==> config.mk <==
export PLATFORM = sky130hd
export DESIGN_NAME = usb_cmd_engine
export DESIGN_NICKNAME = d
export VERILOG_FILES = /design/src/rtl/usb_cmd_engine.sv
export SDC_FILE = /design/constraint.sdc
export NUM_CORES = 1
export LEC_CHECK = 0
export CAP_MARGIN = 25
export CORE_AREA = 2 2 124 126
export DETAILED_ROUTE_END_ITERATION = 16
export DIE_AREA = 0 0 126 128
export PLACE_DENSITY_LB_ADDON = 0.1
export SETUP_SLACK_MARGIN = 0.3
export SYNTH_ARGS = -nofsm -noshare
export SYNTH_HDL_FRONTEND = slang
export SYNTH_SLANG_ARGS = --single-unit
export TNS_END_PERCENT = 30
==> constraint.sdc <==
create_clock -name clk -period 4.21 [get_ports clk]
set_clock_uncertainty 0.1 [all_clocks]
set_input_delay 0.421 -clock clk [delete_from_list [all_inputs] [get_ports clk]]
set_output_delay 0.421 -clock clk [all_outputs]
set_load 0.05 [all_outputs]
==> src/rtl/usb_cmd_engine.sv <==
// Host-command engine: executes {addr,data} pairs from the EP2 OUT buffer against a byte-wide
// wishbone master and a local register bank, batching read responses into one IN commit.
module usb_cmd_engine #(
  parameter int                    NUM_REGS   = 4,
  parameter logic [NUM_REGS*8-1:0] REG_INIT   = 32'h000200F3,
  parameter int                    RD_LAT     = 4,
  parameter int                    WB_TIMEOUT = 1023,
  parameter int                    MAX_RESP   = 64
) (
  input  logic                  clk,
  input  logic                  reset,
  input  logic                  buf_out_hasdata,
  input  logic [9:0]            buf_out_len,
  output logic [8:0]            buf_out_addr,
  input  logic [7:0]            buf_out_q,
  output logic                  buf_out_arm,
  input  logic                  buf_out_arm_ack,
  output logic [2:0]            wb_adr_o,
  output logic [7:0]            wb_dat_o,
  output logic                  wb_we_o,
  output logic                  wb_stb_o,
  input  logic [7:0]            wb_dat_i,
  input  logic                  wb_ack_i,
  output logic [8:0]            buf_in_addr,
  output logic [7:0]            buf_in_data,
  output logic                  buf_in_wren,
  input  logic                  buf_in_ready,
  output logic                  buf_in_commit,
  output logic [9:0]            buf_in_commit_len,
  input  logic                  buf_in_commit_ack,
  output logic [NUM_REGS*8-1:0] regs_o,
  output logic [7:0]            err_cnt,
  output logic                  busy
);

  localparam int LAT_W = $clog2(RD_LAT + 1);
  localparam int TO_W  = $clog2(WB_TIMEOUT + 1);

  typedef enum logic [2:0] {IDLE, FETCH_A, FETCH_D, EXEC, WB_WAIT, NEXT, RELEASE, COMMIT} state_t;
  typedef enum logic [2:0] {OP_WB_WR, OP_WB_RD, OP_REG_WR, OP_REG_RD, OP_BAD} op_t;

  state_t                state;
  op_t                   op;
  logic [9:0]            ptr;
  logic [9:0]            resp_cnt;
  logic [LAT_W-1:0]      lat_cnt;
  logic [TO_W-1:0]       wb_cnt;
  logic [7:0]            cmd_a;
  logic [7:0]            cmd_d;
  logic                  arm_ack_q;
  logic [NUM_REGS*8-1:0] regs_q;
  logic [7:0]            rd_val;
  logic                  wb_timeout;
  logic                  wb_done;
  logic                  pair_more;
  logic                  resp_full;
  logic                  resp_req;
  logic [7:0]            resp_val;
  logic [1:0]            err_inc;
  logic [8:0]            err_sum;

  assign regs_o     = regs_q;
  assign busy       = (state != IDLE);
  assign wb_timeout = (wb_cnt == TO_W'(WB_TIMEOUT - 1));
  assign wb_done    = wb_ack_i || wb_timeout;
  assign pair_more  = ({1'b0, ptr} + 11'd1) < {1'b0, buf_out_len};
  assign resp_full  = (resp_cnt == 10'(MAX_RESP));
  assign err_sum    = {1'b0, err_cnt} + 9'(err_inc);

  always_comb begin
    op = OP_BAD;
    if (cmd_a[7:3] == 5'b00000)
      op = OP_WB_WR;
    else if (cmd_a[7:3] == 5'b10000)
      op = OP_WB_RD;
    else if (cmd_a[7:4] == 4'h1 && 32'(cmd_a[3:0]) < NUM_REGS)
      op = OP_REG_WR;
    else if (cmd_a[7:4] == 4'h9 && 32'(cmd_a[3:0]) < NUM_REGS)
      op = OP_REG_RD;
  end

  always_comb begin
    rd_val = 8'h00;
    for (int i = 0; i < NUM_REGS; i++)
      if (cmd_a[3:0] == 4'(i)) rd_val = regs_q[8*i +: 8];
  end

  // A wishbone read that times out still answers, with 0xEE in place of the missing data
  always_comb begin
    resp_req = (state == EXEC && op == OP_REG_RD) || (state == WB_WAIT && wb_done && !wb_we_o);
    resp_val = (state == EXEC) ? rd_val : (wb_ack_i ? wb_dat_i : 8'hEE);
  end

  always_comb begin
    err_inc = 2'd0;
    case (state)
      IDLE:    if (buf_out_hasdata && buf_out_len == 10'd1) err_inc = 2'd1;
      EXEC:    if (op == OP_BAD) err_inc = 2'd1;
      WB_WAIT: if (wb_timeout && !wb_ack_i) err_inc = 2'd1;
      NEXT:    if (!pair_more && ptr != buf_out_len) err_inc = 2'd1;
      default: err_inc = 2'd0;
    endcase
    if (resp_req && resp_full) err_inc = err_inc + 2'd1;
  end

  always_ff @(posedge clk) begin
    if (reset) begin
      state             <= IDLE;
      ptr               <= '0;
      resp_cnt          <= '0;
      lat_cnt           <= '0;
      wb_cnt            <= '0;
      cmd_a             <= '0;
      cmd_d             <= '0;
      arm_ack_q         <= 1'b0;
      regs_q            <= REG_INIT;
      buf_out_addr      <= '0;
      buf_out_arm       <= 1'b0;
      wb_adr_o          <= '0;
      wb_dat_o          <= '0;
      wb_we_o           <= 1'b0;
      wb_stb_o          <= 1'b0;
      buf_in_addr       <= '0;
      buf_in_data       <= '0;
      buf_in_wren       <= 1'b0;
      buf_in_commit     <= 1'b0;
      buf_in_commit_len <= '0;
      err_cnt           <= '0;
    end else begin
      buf_in_wren <= 1'b0;
      arm_ack_q   <= buf_out_arm_ack;
      err_cnt     <= err_sum[8] ? 8'hFF : err_sum[7:0];
      if (resp_req && !resp_full) begin
        buf_in_wren <= 1'b1;
        buf_in_addr <= resp_cnt[8:0];
        buf_in_data <= resp_val;
        resp_cnt    <= resp_cnt + 10'd1;
      end
      case (state)
        IDLE: begin
          ptr      <= '0;
          resp_cnt <= '0;
          if (buf_out_hasdata) begin
            if (buf_out_len < 10'd2) begin
              state <= RELEASE;
            end else begin
              buf_out_addr <= '0;
              lat_cnt      <= '0;
              state        <= FETCH_A;
            end
          end
        end
        FETCH_A: begin
          if (lat_cnt == LAT_W'(RD_LAT - 1)) begin
            cmd_a        <= buf_out_q;
            ptr          <= ptr + 10'd1;
            buf_out_addr <= 9'(ptr + 10'd1);
            lat_cnt      <= '0;
            state        <= FETCH_D;
          end else begin
            lat_cnt <= lat_cnt + 1'b1;
          end
        end
        FETCH_D: begin
          if (lat_cnt == LAT_W'(RD_LAT - 1)) begin
            cmd_d   <= buf_out_q;
            ptr     <= ptr + 10'd1;
            lat_cnt <= '0;
            state   <= EXEC;
          end else begin
            lat_cnt <= lat_cnt + 1'b1;
          end
        end
        EXEC: begin
          state <= NEXT;
          if (op == OP_WB_WR || op == OP_WB_RD) begin
            wb_adr_o <= cmd_a[2:0];
            wb_dat_o <= cmd_d;
            wb_we_o  <= (op == OP_WB_WR);
            wb_stb_o <= 1'b1;
            wb_cnt   <= '0;
            state    <= WB_WAIT;
          end
          if (op == OP_REG_WR)
            for (int i = 0; i < NUM_REGS; i++)
              if (cmd_a[3:0] == 4'(i)) regs_q[8*i +: 8] <= cmd_d;
        end
        WB_WAIT: begin
          if (wb_done) begin
            wb_stb_o <= 1'b0;
            wb_we_o  <= 1'b0;
            state    <= NEXT;
          end else begin
            wb_cnt <= wb_cnt + 1'b1;
          end
        end
        NEXT: begin
          if (pair_more) begin
            buf_out_addr <= ptr[8:0];
            lat_cnt      <= '0;
            state        <= FETCH_A;
          end else begin
            state <= RELEASE;
          end
        end
        // Hold arm until the acknowledge has been seen high and then low again
        RELEASE: begin
          if (arm_ack_q && !buf_out_arm_ack) begin
            buf_out_arm <= 1'b0;
            state       <= (resp_cnt == 10'd0) ? IDLE : COMMIT;
          end else begin
            buf_out_arm <= 1'b1;
          end
        end
        COMMIT: begin
          if (buf_in_commit) begin
            if (buf_in_commit_ack) begin
              buf_in_commit <= 1'b0;
              state         <= IDLE;
            end
          end else if (buf_in_ready) begin
            buf_in_commit     <= 1'b1;
            buf_in_commit_len <= resp_cnt;
          end
        end
        default: state <= IDLE;
      endcase
    end
  end

endmodule

==> results of run 1 <==
-- power by group through the flow --
stage / Combinational (mW) / Sequential [mW] / Clock, mW
after floorplan: 0.587 / 1.56 / 0
after global placement: 0.879 / 1.53 / 0
after detailed placement: 0.882 / 1.54 / 0
after CTS: 0.889 / 1.51 / 1.61
after global routing: 0.971 / 1.52 / 1.67
final: 0.900 / 1.51 / 1.59
-- timing repair --
action	in CTS	in global routing
buffers inserted	12	4
pin swaps	8	3
setup endpoints to repair	8	8
gates resized for setup	8	5
-- layout make-up --
type / instances / area [µm²] / area share (%)
clock buffers: 21 / 470.5 / 5.059
clock inverters: 11 / 150.1 / 1.614
inverters: 27 / 101.3 / 1.090
multi-input cells: 585 / 3887 / 41.80
flip-flops and latches: 145 / 2910 / 31.29
well taps: 188 / 235.2 / 2.529
repair buffers: 164 / 1545 / 16.62
-- registers in the layout, indices dropped and copies added (netlist names) --
signal,flops
buf_in_data,8
regs_o,32
cmd_d,8
state,3
cmd_a,8
buf_in_commit,1
buf_in_wren,1
wb_cnt,10
arm_ack_q,1
wb_adr_o,3
ptr,10
resp_cnt,10
lat_cnt,3
buf_out_addr,9
err_cnt,8
wb_dat_o,8
buf_in_commit_len,10
buf_out_arm,1
wb_we_o,1
buf_in_addr,9
wb_stb_o,1
-- cells by family after synthesis --
kind of cell    count (synthesis)  synth area share (%)
simple gates                  329                 22.91
flops                         145                 41.37
compound gates                129                 11.47
buf+inv                        77                 4.547
mux                            69                 11.27
xor+xnor                       37                 4.618
fa+ha+maj                      21                 3.816
-- worst min path at each step --
stage                                   startpoint                        to  slack (ns)
after CTS                 wb_dat_o[4]$_SDFFE_PP0P_  wb_dat_o[4]$_SDFFE_PP0P_        0.36
after floorplan            lat_cnt[2]$_SDFFE_PP0P_   lat_cnt[2]$_SDFFE_PP0P_        0.32
after global placement     lat_cnt[2]$_SDFFE_PP0P_   lat_cnt[2]$_SDFFE_PP0P_        0.33
after global routing      wb_adr_o[0]$_SDFFE_PP0P_  wb_adr_o[0]$_SDFFE_PP0P_        0.38
after detailed placement  wb_dat_o[4]$_SDFFE_PP0P_  wb_dat_o[4]$_SDFFE_PP0P_        0.35
final                     wb_adr_o[0]$_SDFFE_PP0P_  wb_adr_o[0]$_SDFFE_PP0P_        0.35
-- critical path: cells and delay by family (launching register included) --
kind | cells | cell delay [ns]
xor gates and xnor gates | 2 | 0.38
DFF | 1 | 0.37
and+or+nand+nor | 5 | 0.81
adders and majority gates | 5 | 1.22
AOI/OAI and AO/OA | 4 | 0.60
buffers and inverters | 3 | 0.34
-- per-layer routing --
metal	wire length, µm	track usage [%]	vias to the layer above
met5	0	0	-
met4	364	8.985	0
met3	869	4.549	26
met2	9482	40.80	164
met1	8826	31.87	2990
li1	-	-	3083
-- cell usage in the layout (no fill, tap or decap), types with 3 or more instances in the layout --
master	n
dfxtp_1	141
clkdlybuf4s50_1	124
nand2_1	110
nor2_1	88
mux2i_1	61
a21oi_1	59
buf_4	39
inv_1	26
nor3_1	25
xnor2_1	24
o21ai_0	18
ha_1	18
nand3_1	17
clkbuf_16	17
xor2_1	13
nand4_1	11
nand3b_1	11
nand2b_1	11
or3_1	8
mux4_2	8
nor4_1	6
o31ai_1	6
a221oi_1	6
a31oi_1	5
a211oi_1	5
nor2b_1	5
and3_1	4
a21o_1	4
nor2_2	3
nor4b_2	3
or4_1	3
bufinv_16	3
clkbuf_8	3
inv_6	3
dfxtp_2	3
-- stage by stage --
stage / worst slack, ns / instance area (µm²) / total power, mW / setup TNS (ns)
floorplan: 0.3064 / 7072 / 2.149 / 0
global placement: 0.1032 / 8516 / 2.412 / 0
detailed placement: -0.006733 / 8516 / 2.420 / -0.006733
CTS: 0.3427 / 9249 / 4.008 / 0
global route: 0.06858 / 9300 / 4.159 / 0
finish: 0.2640 / 9300 / 4.000 / 0
==> metrics.md, run 1 <==
| Metric | Value |
|---|---|
| Hold path depth | 2 |
| NumNets Final | 993 |
| Chip height | roughly 130 µm |
| CP Capture Type | flip-flop |
| Rel. slew slack | approximately a third |
| Min cycle time layout | 3.946 ns |
| R2r endpoint | err_cnt[4]$_SDFF_PP0_ |
| DP HPWL | about 14000 µm |
| Psw | around 1.3 mW |
| CP required | approximately 4.4 ns |
| Fillers | between 1000 and 1500 |
| Count leader, synth | dfxtp_1 |
| Vias | approximately 6300 |
| Clock Power Share | slightly below 40% |
| CP endpoint | err_cnt[4]$_SDFF_PP0_ |
| Final setup viols | 0 |
| Switching part of the total | about a third |
| Static leakage | 3.583 nW |
| Antenna diode instance count | 0 |
| CORE AREA | between 10000 and 15000 µm² |
| Post-synthesis net count | 860 |
| Placed Cells incl. Taps | 1092 |
| Internal power | about 2.7 mW |
| Die Area | 16130 µm² |
| RSZ-0062 raised after global routing | true |
| CTS Sinks | roughly 150 |
| Final wirelength | ~20000 µm |
| Most numerous cell on the critical path | ha_1 |
| H-tree depth | 4 |
| CP Launch Point | ptr[1]$_SDFFE_PP0P_ |
| CTS Hold Bufs | 0 |
| FMAX | 253.4 MHz |
| Share of power burned in registers | 37.7% |
| CP Launch Type | flip-flop |
| Vias per cell | 5.489 |
| Die width | about 130 µm |
| Synth warn | 0 |
| Post-synth EDFFs | 0 |
| Drt wl/cell | about 17 µm |
| Vias in the first global route | between 6000 and 7000 |
| Initial Util | a little under half |
| Post-synthesis register bit count | 145 |
| CTS Buffer Depth | 2 |
| Setup CP Type | flip-flop to flip-flop |
| FF-to-FF setup slack | between 0.2 and 0.3 ns |
| Routability congestion estimate | approximately 0.85 |
| I/O pins | 126 |
| Power density over cell area | ~430 nW/µm² |
| Mapped cell area | 7017 µm² |
| Max VDD drop | about 0.35 mV |
| GRT overflow | 0 |
| Number of cell rows | 45 |
| Final Util | about 63% |
| Max-Cap Viols | 0 |
| Crit path max fanout | 6 |
| Synth Flop Type | dfxtp_1 |
| Post-Syn Instances | 807 |
| Worst-Margin Slew | 0.9645 ns |
| Largest area contributor in the netlist | dfxtp_1 |
| Share of the yosys chip area belonging to registers | 41.37% |
| Global-route wire length before repair | approximately 32000 µm |
| Final hold slack | 0.3548 ns |
| Final Hold Fails | 0 |
| Worst hold-check path type | flip-flop to flip-flop |
| Cell variety after synth | 66 |
| Iter 0 DRT Violations | 528 |
| Crit path DAT | about 4.1 ns |
| Critical path, cell by cell | ha_4 -> nand3_4 -> nor2_4 -> xor2_1 -> ha_1 -> nand4_1 -> a21oi_1 -> o311ai_2 -> a21oi_1 -> nand3b_1 -> ha_1 -> ha_1 -> inv_1 -> fa_2 -> nand3b_1 -> buf_4 -> buf_4 -> xnor2_1 -> a21oi_2 |
| Finished Layout Cells | roughly 1100 |
| CTS buffer count | 17 |
| Root Buffer | clkbuf_16 |
| Initial antenna violation count | 0 |
| Worst skew pair latency | about 0.42 ns |
| Post-Syn Area per Cell | slightly below 9 µm² |
| Total global-route track usage | 24.50% |
| R2R depth | 19 |
| Pin count of the biggest net entering global routing | 70 |
| Synth top area share | 41.37% |
| CTS tree | yes |
| Antenna-violating nets left | 0 |
| Reg-to-reg startpoint | ptr[1]$_SDFFE_PP0P_ |
| Area Growth Syn to Fin | 32.54% |
| DRC | 0 |
| Share of cells above drive strength 1 | between 10% and 20% |
| Async set-reset flop share out of synthesis | 0% |
| I/O Buffers | ~130 |
| Status | complete, no violations |
| Comb pwr share | 22.5% |
| Max Slew Vio Count | 0 |
| Final worst-path cycle share | between 90% and 100% |
| Clock transition at path regs | roughly 0.06 ns |
| Slowest Stage Delay on Critical Path | between 0.3 and 0.4 ns |
| Initial DRT Pass Iterations | 5 |
| Most frequent cells after synthesis | dfxtp_1 (145), nand2_1 (111), nor2_1 (92), mux2i_1 (61), a21oi_1 (60) |
| Synth top area cells | dfxtp_1 (41%), mux2i_1 (8.7%), nand2_1 (5.9%) |
| Crit-path slowest cell | dfxtp_4 |
Note: power is estimated with default switching activity, not from simulation.
==> run 2: changes to the inputs <==
ABC_CLOCK_PERIOD_IN_PS = 4210   (was unset)
REMOVE_ABC_BUFFERS = 1   (was unset)
SLEW_MARGIN = 20   (was unset)
==> metrics.md, run 2 (synthesis results as in run 1) <==
| Metric | Value |
|---|---|
| CORE AREA | between 10000 and 15000 µm² |
| Vias in the first global route | between 6000 and 7000 |
| Chip height | between 100 and 150 µm |
| Setup CP Type | flip-flop to flip-flop |
| Worst hold endpoint | wb_adr_o[2]$_SDFFE_PP0P_ |
| HP Start | wb_adr_o[2]$_SDFFE_PP0P_ |
| CP Capture Type | flip-flop |
| Global-route wire length before repair | approximately 31000 µm |
| Die width | approximately 130 µm |
| Worst hold-check path type | flip-flop to flip-flop |
| Min cycle time layout | just under 4 ns |
| Drt wl/cell | 16.80 µm |
| Kind of cell adding the most delay to the critical path | simple AND/OR/NAND/NOR gates |
| I/O Buffers | about 130 |
| DP HPWL | 13380 µm |
| Iter 0 DRT Violations | 435 |
| Internal power | approximately 2.6 mW |
| Routability congestion estimate | roughly 0.88 |
| Buf/Inv on CP | 1 |
| Hold path depth | 2 |
| Switching part of the total | about a third |
| CP Launch Type | flip-flop |
| Final wirelength | about 19000 µm |
| Initial DRT Pass Iterations | 4 |
| Clock transition at path regs | roughly 0.06 ns |
| Max VDD drop | slightly below 0.3 mV |
| R2r endpoint | err_cnt[1]$_SDFF_PP0_ |
| FMAX | roughly 250 MHz |
| CP required | roughly 4.5 ns |
| Static leakage | 3.551 nW |
| Final worst-path cycle share | between 90% and 100% |
| Worst skew pair latency | 0.42 ns |
| Vias per cell | 5.563 |
| Die Area | around 16000 µm² |
| Final Hold Fails | 0 |
| CTS Sinks | approximately 150 |
| Max-Cap Viols | 0 |
| FF-to-FF setup slack | between 0.2 and 0.3 ns |
| Max Slew Vio Count | 0 |
| Number of flip-flops in the largest register | 32 |
| Pin count of the biggest net entering global routing | 67 |
| Comb pwr share | 23.1% |
| Power density over cell area | 419.6 nW/µm² |
| Antenna-violating nets left | 0 |
| R2R depth | 17 |
| CTS buffer count | 17 |
| Rel. slew slack | 36.54% |
| Status | complete, no violations |
| GRT overflow | 0 |
| Antenna diode instance count | 0 |
| Commonest non-fill, non-tap cell in the layout | dfxtp_1 |
| Slowest Stage Delay on Critical Path | around 0.48 ns |
| Share of power burned in registers | about two fifths |
| NumNets Final | between 900 and 1000 |
| Worst-Margin Slew | between 0.9 and 1 ns |
| Root Buffer | clkbuf_16 |
| Critical path, cell by cell | nand2_2 -> nor3_4 -> xor2_1 -> ha_1 -> a21o_1 -> a21o_1 -> o21ai_2 -> a21oi_2 -> nand3b_1 -> ha_1 -> ha_2 -> inv_2 -> fa_2 -> nand3b_1 -> nor2_2 -> nand4_1 -> a21oi_1 |
| Vias | ~6300 |
| Psw | roughly 1.3 mW |
| Share of cells above drive strength 1 | roughly an eighth |
| H-tree depth | 4 |
| Number of cell rows | 45 |
| Clock Power Share | 38.5% |
| Crit-path slowest cell | dfxtp_1 |
| CTS Buffer Depth | 2 |
| Final setup TNS | 0 ns |
| Final worst slack | 0.2664 ns |
| Worst path depth | 17 |
| Reg-to-reg startpoint | ptr[4]$_SDFFE_PP0P_ |
| Place WS | -0.06032 ns |
| I/O pins | around 130 |
| Area Growth Syn to Fin | 32.06% |
| Crit path DAT | between 4 and 5 ns |
| Crit path max fanout | 6 |
| CTS tree | yes |
| Initial antenna violation count | 0 |
| Total global-route track usage | 24.13% |
| Most frequent cells in the layout | dfxtp_1 (141), clkdlybuf4s50_1 (124), nand2_1 (110) |
| RSZ-0062 raised after global routing | true |
| Final setup viols | 0 |
| Initial Util | around 47% |
| DRC | 0 |
==> run 2: what timing repair did <==
action / 4_1_cts / 5_1_grt
gates resized for setup: 28 / 7
pin swaps: 16 / 14
endpoints found under the setup margin: 8 / 8
hold buffers: 0 / 0
setup buffers: 4 / 2
==> run 2: worst max-delay path by stage <==
stage                         from                     to  slack (ns)
6_report       ptr[4]$_SDFFE_PP0P_  err_cnt[1]$_SDFF_PP0_        0.27
4_1_cts        ptr[3]$_SDFFE_PP0P_  err_cnt[4]$_SDFF_PP0_        0.30
3_3_place_gp        buf_out_len[4]  err_cnt[0]$_SDFF_PP0_        0.02
2_1_floorplan  ptr[0]$_SDFFE_PP0P_  err_cnt[0]$_SDFF_PP0_       -0.22
5_1_grt        ptr[4]$_SDFFE_PP0P_  err_cnt[0]$_SDFF_PP0_        0.06
3_5_place_dp        buf_out_len[4]  err_cnt[4]$_SDFF_PP0_       -0.06
==> run 2: area by class of cell <==
cell class | count | area [µm²]
Sequential cell | 145 | 2908
Clock inverter | 12 | 131.4
Timing Repair Buffer | 159 | 1520
Tap cell | 188 | 235.2
Fill cell | 1285 | 5598
Inverter | 27 | 101.3
Multi-Input combinational cell | 585 | 3924
Clock buffer | 20 | 446.7
==> run 2: metrics by stage <==
stage	cell area [µm²]	instances	power (mW)	hold slack [ns]	util (%)
after global placement	8498	1096	2.381	0.3286	57.17
after floorplan	6799	757	2.084	0.3202	-
final	9266	1136	3.889	0.3541	62.34
after global routing	9266	1136	4.051	0.3753	62.34
after CTS	9230	1133	3.906	0.3566	62.10
after detailed placement	8509	1097	2.403	0.3468	57.25
==> run 2: tightest hold or removal path, cell delays in order, from the launching register on <==
cell and delay [ns]:
dfxtp_1 0.31, nand2_1 0.05, a21oi_1 0.05
==> run 2: power by group through the flow <==
stage | clock (mW) | sequential (mW) | combinational (mW)
after floorplan | 0 | 1.61 | 0.477
after global placement | 0 | 1.51 | 0.870
after detailed placement | 0 | 1.52 | 0.887
after CTS | 1.52 | 1.49 | 0.898
after global routing | 1.58 | 1.50 | 0.973
final | 1.50 | 1.49 | 0.898
==> run 2: layer usage <==
layer	GRT usage, %	wire length, µm	up-vias
li1	-	-	3069
met1	29.98	8461	3035
met2	40.32	8993	187
met3	7.095	1284	28
met4	8.016	344	0
met5	0	0	-
==> run 3: changes to the inputs <==
GPL_ROUTABILITY_DRIVEN = 1   (was unset)
==> results of run 3 <==
No change in the layout: final DEF, timing and power equal those of run 2.
